`config.mk`:
```
export PLATFORM = sky130hd
export DESIGN_NAME = pwm_fade_ctrl
export DESIGN_NICKNAME = d
export VERILOG_FILES = /design/src/rtl/pwm_fade_ctrl.sv
export SDC_FILE = /design/constraint.sdc
export NUM_CORES = 1
export LEC_CHECK = 0
export ABC_AREA = 1
export BUFFER_PORTS_ARGS = -buffer_cell sky130_fd_sc_hd__buf_4
export CORE_MARGIN = 3
export CORE_UTILIZATION = 50
export DETAILED_ROUTE_END_ITERATION = 16
export GPL_TIMING_DRIVEN = 0
export PLACE_DENSITY = 0.69
export SLEW_MARGIN = 30
export SYNTH_ARGS = -nofsm -noshare
export SYNTH_HDL_FRONTEND = slang
export SYNTH_SLANG_ARGS = --single-unit
```
`constraint.sdc`:
```
create_clock -name clk -period 12.1 [get_ports clk]
set_clock_uncertainty 0.1 [all_clocks]
set_input_delay 0.605 -clock clk [delete_from_list [all_inputs] [get_ports clk]]
set_output_delay 0.605 -clock clk [all_outputs]
set_load 0.005 [all_outputs]
```
`src/rtl/pwm_fade_ctrl.sv`:
```
// Fade sequencer for a bank of PWM channels: programs period/duty/enable over the
// register bus, then ramps duty toward a target in timed steps.
module pwm_fade_ctrl #(
    parameter int NCH       = 8,
    parameter int CH_STRIDE = 12
) (
    input  logic        clk,
    input  logic        rst,
    input  logic        cmd_valid,
    output logic        cmd_ready,
    input  logic [2:0]  cmd_ch,
    input  logic [31:0] cmd_period,
    input  logic [31:0] cmd_start,
    input  logic [31:0] cmd_target,
    input  logic [15:0] cmd_step,
    input  logic [23:0] cmd_interval,
    input  logic        abort,
    output logic        busy,
    output logic        done,
    output logic        pwm_wr,
    output logic        pwm_rd,
    output logic [6:0]  pwm_adrs,
    output logic [31:0] pwm_din
);

    // state     | meaning
    // ----------+-----------------------------------------------
    // IDLE      | ready for a command
    // WR_PER    | bus write of period
    // WR_DUTY   | bus write of starting duty
    // WR_EN     | bus write of enable = 1
    // WAIT      | interval timer running, bus quiet
    // STEP      | bus write of next duty toward target
    // STOP      | bus write of enable = 0 after abort
    // DONE      | one-cycle completion pulse
    typedef enum logic [2:0] {
        S_IDLE,
        S_WR_PER,
        S_WR_DUTY,
        S_WR_EN,
        S_WAIT,
        S_STEP,
        S_STOP,
        S_DONE
    } state_t;

    localparam logic [31:0] NCH_U   = 32'(NCH);
    localparam logic [6:0]  OFS_EN  = 7'd0;
    localparam logic [6:0]  OFS_PER = 7'd4;
    localparam logic [6:0]  OFS_DTY = 7'd8;

    state_t      state, state_nxt;
    logic [2:0]  ch_q;
    logic [31:0] period_q;
    logic [31:0] cur_q;
    logic [31:0] target_q;
    logic [15:0] step_q;
    logic [23:0] interval_q;
    logic [23:0] wait_cnt;

    logic        accept;
    logic        ch_bad;
    logic [31:0] start_clamp;
    logic [31:0] target_clamp;
    logic [31:0] step_ext;
    logic [31:0] duty_nxt;
    logic [23:0] wait_load;
    logic [6:0]  base_adrs;

    assign accept       = cmd_valid && (state == S_IDLE);
    assign ch_bad       = 32'(cmd_ch) >= NCH_U;
    assign start_clamp  = (cmd_start  > cmd_period) ? cmd_period : cmd_start;
    assign target_clamp = (cmd_target > cmd_period) ? cmd_period : cmd_target;
    assign step_ext     = {16'd0, step_q};
    assign wait_load    = (interval_q == 24'd0) ? 24'd1 : interval_q;
    assign base_adrs    = 7'(ch_q * CH_STRIDE);

    // Distance is compared before adding/subtracting so neither direction can wrap.
    always_comb begin
        duty_nxt = target_q;
        if (step_q != 16'd0 && cur_q != target_q) begin
            if (cur_q < target_q) begin
                if ((target_q - cur_q) > step_ext) begin
                    duty_nxt = cur_q + step_ext;
                end
            end else begin
                if ((cur_q - target_q) > step_ext) begin
                    duty_nxt = cur_q - step_ext;
                end
            end
        end
    end

    always_ff @(posedge clk or negedge rst) begin
        if (!rst) begin
            state <= S_IDLE;
        end else begin
            state <= state_nxt;
        end
    end

    always_comb begin
        state_nxt = state;
        case (state)
            S_IDLE: begin
                if (cmd_valid) begin
                    state_nxt = ch_bad ? S_DONE : S_WR_PER;
                end
            end
            S_WR_PER:  state_nxt = abort ? S_STOP : S_WR_DUTY;
            S_WR_DUTY: state_nxt = abort ? S_STOP : S_WR_EN;
            S_WR_EN: begin
                if (abort) begin
                    state_nxt = S_STOP;
                end else begin
                    state_nxt = (cur_q == target_q) ? S_DONE : S_WAIT;
                end
            end
            S_WAIT: begin
                if (abort) begin
                    state_nxt = S_STOP;
                end else if (wait_cnt == 24'd1) begin
                    state_nxt = S_STEP;
                end
            end
            S_STEP: begin
                if (abort) begin
                    state_nxt = S_STOP;
                end else begin
                    state_nxt = (duty_nxt == target_q) ? S_DONE : S_WAIT;
                end
            end
            S_STOP:  state_nxt = S_DONE;
            S_DONE:  state_nxt = S_IDLE;
            default: state_nxt = S_IDLE;
        endcase
    end

    // Out-of-range channels are swallowed without touching the channel context.
    always_ff @(posedge clk or negedge rst) begin
        if (!rst) begin
            ch_q       <= 3'd0;
            period_q   <= 32'd0;
            cur_q      <= 32'd0;
            target_q   <= 32'd0;
            step_q     <= 16'd0;
            interval_q <= 24'd0;
        end else if (accept && !ch_bad) begin
            ch_q       <= cmd_ch;
            period_q   <= cmd_period;
            cur_q      <= start_clamp;
            target_q   <= target_clamp;
            step_q     <= cmd_step;
            interval_q <= cmd_interval;
        end else if (state == S_STEP) begin
            cur_q      <= duty_nxt;
        end
    end

    // Down-counter reloaded whenever the FSM is outside WAIT; WAIT exits at terminal count 1.
    always_ff @(posedge clk or negedge rst) begin
        if (!rst) begin
            wait_cnt <= 24'd0;
        end else if (state == S_WAIT) begin
            wait_cnt <= wait_cnt - 24'd1;
        end else begin
            wait_cnt <= wait_load;
        end
    end

    always_comb begin
        cmd_ready = (state == S_IDLE);
        busy      = (state != S_IDLE);
        done      = (state == S_DONE);
        pwm_rd    = 1'b0;
        pwm_wr    = 1'b0;
        pwm_adrs  = 7'd0;
        pwm_din   = 32'd0;
        case (state)
            S_WR_PER: begin
                pwm_wr   = 1'b1;
                pwm_adrs = base_adrs + OFS_PER;
                pwm_din  = period_q;
            end
            S_WR_DUTY: begin
                pwm_wr   = 1'b1;
                pwm_adrs = base_adrs + OFS_DTY;
                pwm_din  = cur_q;
            end
            S_WR_EN: begin
                pwm_wr   = 1'b1;
                pwm_adrs = base_adrs + OFS_EN;
                pwm_din  = 32'd1;
            end
            S_STEP: begin
                pwm_wr   = 1'b1;
                pwm_adrs = base_adrs + OFS_DTY;
                pwm_din  = duty_nxt;
            end
            S_STOP: begin
                pwm_wr   = 1'b1;
                pwm_adrs = base_adrs + OFS_EN;
                pwm_din  = 32'd0;
            end
            default: begin
                pwm_wr   = 1'b0;
            end
        endcase
    end

endmodule

```
==> run metrics <==
status complete, no violations; most frequent cells in the layout nand2_1, inv_1, nand3_1; row count 73; HP Class input pin to async pin; Yosys reg bits 166; Placed Cells 3,992; Final nets 3,831; Initial Util 0.507; DP Worst Slack 5680 ps; largest family of logic cells by synthesized area simple AND/OR/NAND/NOR gates; register area 4150 sq um; slew of the pin with the lowest slew margin 1160 ps; die width 207 microns; number of diodes 0; worst setup margin 4910 ps; CTS Buf Count 17; DRC violations left 0; cts hold-fix bufs 0; crit path launch type flop; vias per cell 6.04; Max H-tree Level 4; RSZ-0062 raised after global routing no; worst-path maximum fanout 10; area of the multi-input gates 13,500 sq um; CTS root buffer clkbuf_16; Worst Path Required 11,390 ps; XOR/XNOR share of the synthesized area 0.0412; antenna violations before repair 0; 1st-iter DRT viols 3,197; dpl hpwl 76,200 microns; Synth Area in Adders 0.127; Synth Area in Compound Gates 0.157; drt wl/cell 22.8 microns; Final period util 0.594; Total GRT Usage 0.408; Worst Reg-to-Reg Cells 35; filler instances 3,978; number of flops mapped to enable cells by yosys 0; Max Buffers Root-to-Sink 2; fraction of layout cells with a size suffix above 1 0.0900; FF-to-FF Start cur_q[1]; Post-Syn Instances 3,281; largest net degree at the start of global routing 91; core area 39,800 sq um; dominant synthesized flop cell dfrtp_1; Critical Path Max Stage Delay 670 ps; FFs w/ async S/R, synth 1.00; vias in the first global route 22,800; Max-Cap Viols 0; most frequent CP cell nand2_1; CP arrival 6480 ps; clock sink total 166; post-route ant nets 0; Overflow after GRT 0; YS warnings 0; first drt pass iteration count 7; Die Ht 207 microns; CTS tree yes; post-synthesis simple-gate area fraction 0.345; later-pin clock latency in the skew report 480 ps; # IOs 187; Max Freq 139 MHz; core occupancy in the finished layout 0.575; setup tns final 0 ps; final-report hold violation count 0; Final Wtd Congestion 1.11; first-pass GRT wire length 135,000 microns; sequential share of the synthesized area 0.206; Tmin final 7190 ps; crit path from cur_q[1]; Slew Viols, Final 0; critical path class flop to primary output; slowest stage cell, crit path dfrtp_1; mux cell area share after synthesis 0; post-CTS setup buffer count 0; port bufs 183; Finished Layout Cells 4,024; die area 42,900 sq um; Post-Syn Area 20,200 sq um; DRT Wirelength 91,800 microns; syn_area_per_cell 6.16 sq um; Synth cell types 49; Worst setup EP type primary output; via count 24,300; Reg clk slew, reported paths 70 ps; Setup-failing EPs final 0; cts repair resizes 0; area delta synth->final 13.3%; most common cell after layout, fill and taps aside nand2_1; worst rel slew slack 0.224
==> worst max-delay path: cells and delay by family (launching register included) <==
family	cells	cell delay [ps]
adder cells (fa/ha/maj)	2	730
XOR/XNOR	1	180
AND/OR/NAND/NOR	20	2830
AO/OA/AOI/OAI	2	710
flip-flops	1	670
buffers and inverters	4	870
==> metrics by stage <==
step / hold slack (ps) / cell area [sq um]
6_report: 8.90 / 22900
3_5_place_dp: 379 / 22300
2_1_floorplan: 209 / 20200
3_3_place_gp: 373 / 22200
5_1_grt: 39.1 / 22900
4_1_cts: 34.1 / 22900
==> kinds of logic (layout without fill, tap and decap cells) <==
logic type | after synthesis | after routing
buffers and inverters | 630 | 846
other | 1 | 3
AND/OR/NAND/NOR | 1633 | 1633
XOR/XNOR | 95 | 95
flip-flops | 166 | 166
AO/OA/AOI/OAI | 554 | 554
adder cells (fa/ha/maj) | 202 | 202
==> path summary, 6_finish.rpt <==
check / to / slack, ps
max in group asynchronous: period_q[5] / 10950
min reg2reg: wait_cnt[13] / 400
min: wait_cnt[12] / 9
min in group clk: interval_q[11] / 220
max: pwm_din[14] / 4910
max reg2reg: state[0] / 5630
==> registers in the layout, indices dropped and copies added (netlist names) <==
signal,cells
period_q,32
cur_q,32
state,3
target_q,32
wait_cnt,24
interval_q,24
step_q,16
ch_q,3
==> Yosys cell counts, types with 3 or more instances <==
cell type,number,area (sq um)
o211ai_1,16,120
nand2_2,18,113
a21o_1,6,45.0
nand2_1,924,3470
inv_1,466,1750
clkinv_1,17,63.8
a311oi_1,16,140
o21ai_0,241,1210
nand4_1,95,594
fa_1,5,100
xnor2_1,9,78.8
o21bai_1,7,52.6
inv_2,7,26.3
a21boi_0,3,22.5
nor4_1,17,106
a22o_1,4,35.0
buf_2,18,90.1
a211oi_1,6,45.0
ha_1,197,2460
or2_2,3,18.8
nor2_1,243,912
nand3_1,277,1390
o221ai_1,16,140
o21a_1,4,30.0
nor3_1,29,145
nor2_2,12,75.1
buf_6,3,33.8
a221o_1,18,180
a31oi_1,3,18.8
nor3_2,3,30.0
clkbuf_1,89,334
nor2_4,6,67.6
dfrtp_1,166,4150
o22ai_1,31,194
buf_4,28,210
xor2_1,86,753
a21oi_1,173,866
==> per-layer routing <==
layer	GRT usage	share of wire	up-vias
met3	0.0928	0.12	277
met5	0	0	-
li1	-	-	11100
met4	0.178	0.050	0
met1	0.546	0.40	11300
met2	0.633	0.43	1624
==> final cells by class <==
class / count / area share
clock buffers: 18 / 0.0192
well taps: 525 / 0.0287
plain buffers: 140 / 0.0295
flip-flops and latches: 166 / 0.182
inverters: 490 / 0.0804
multi-input cells: 2487 / 0.592
clock inverters: 14 / 0.00722
repair buffers: 184 / 0.0616
Power is not shown: default switching activity piles up to over one toggle a cycle in this logic, so the estimate is an artifact.
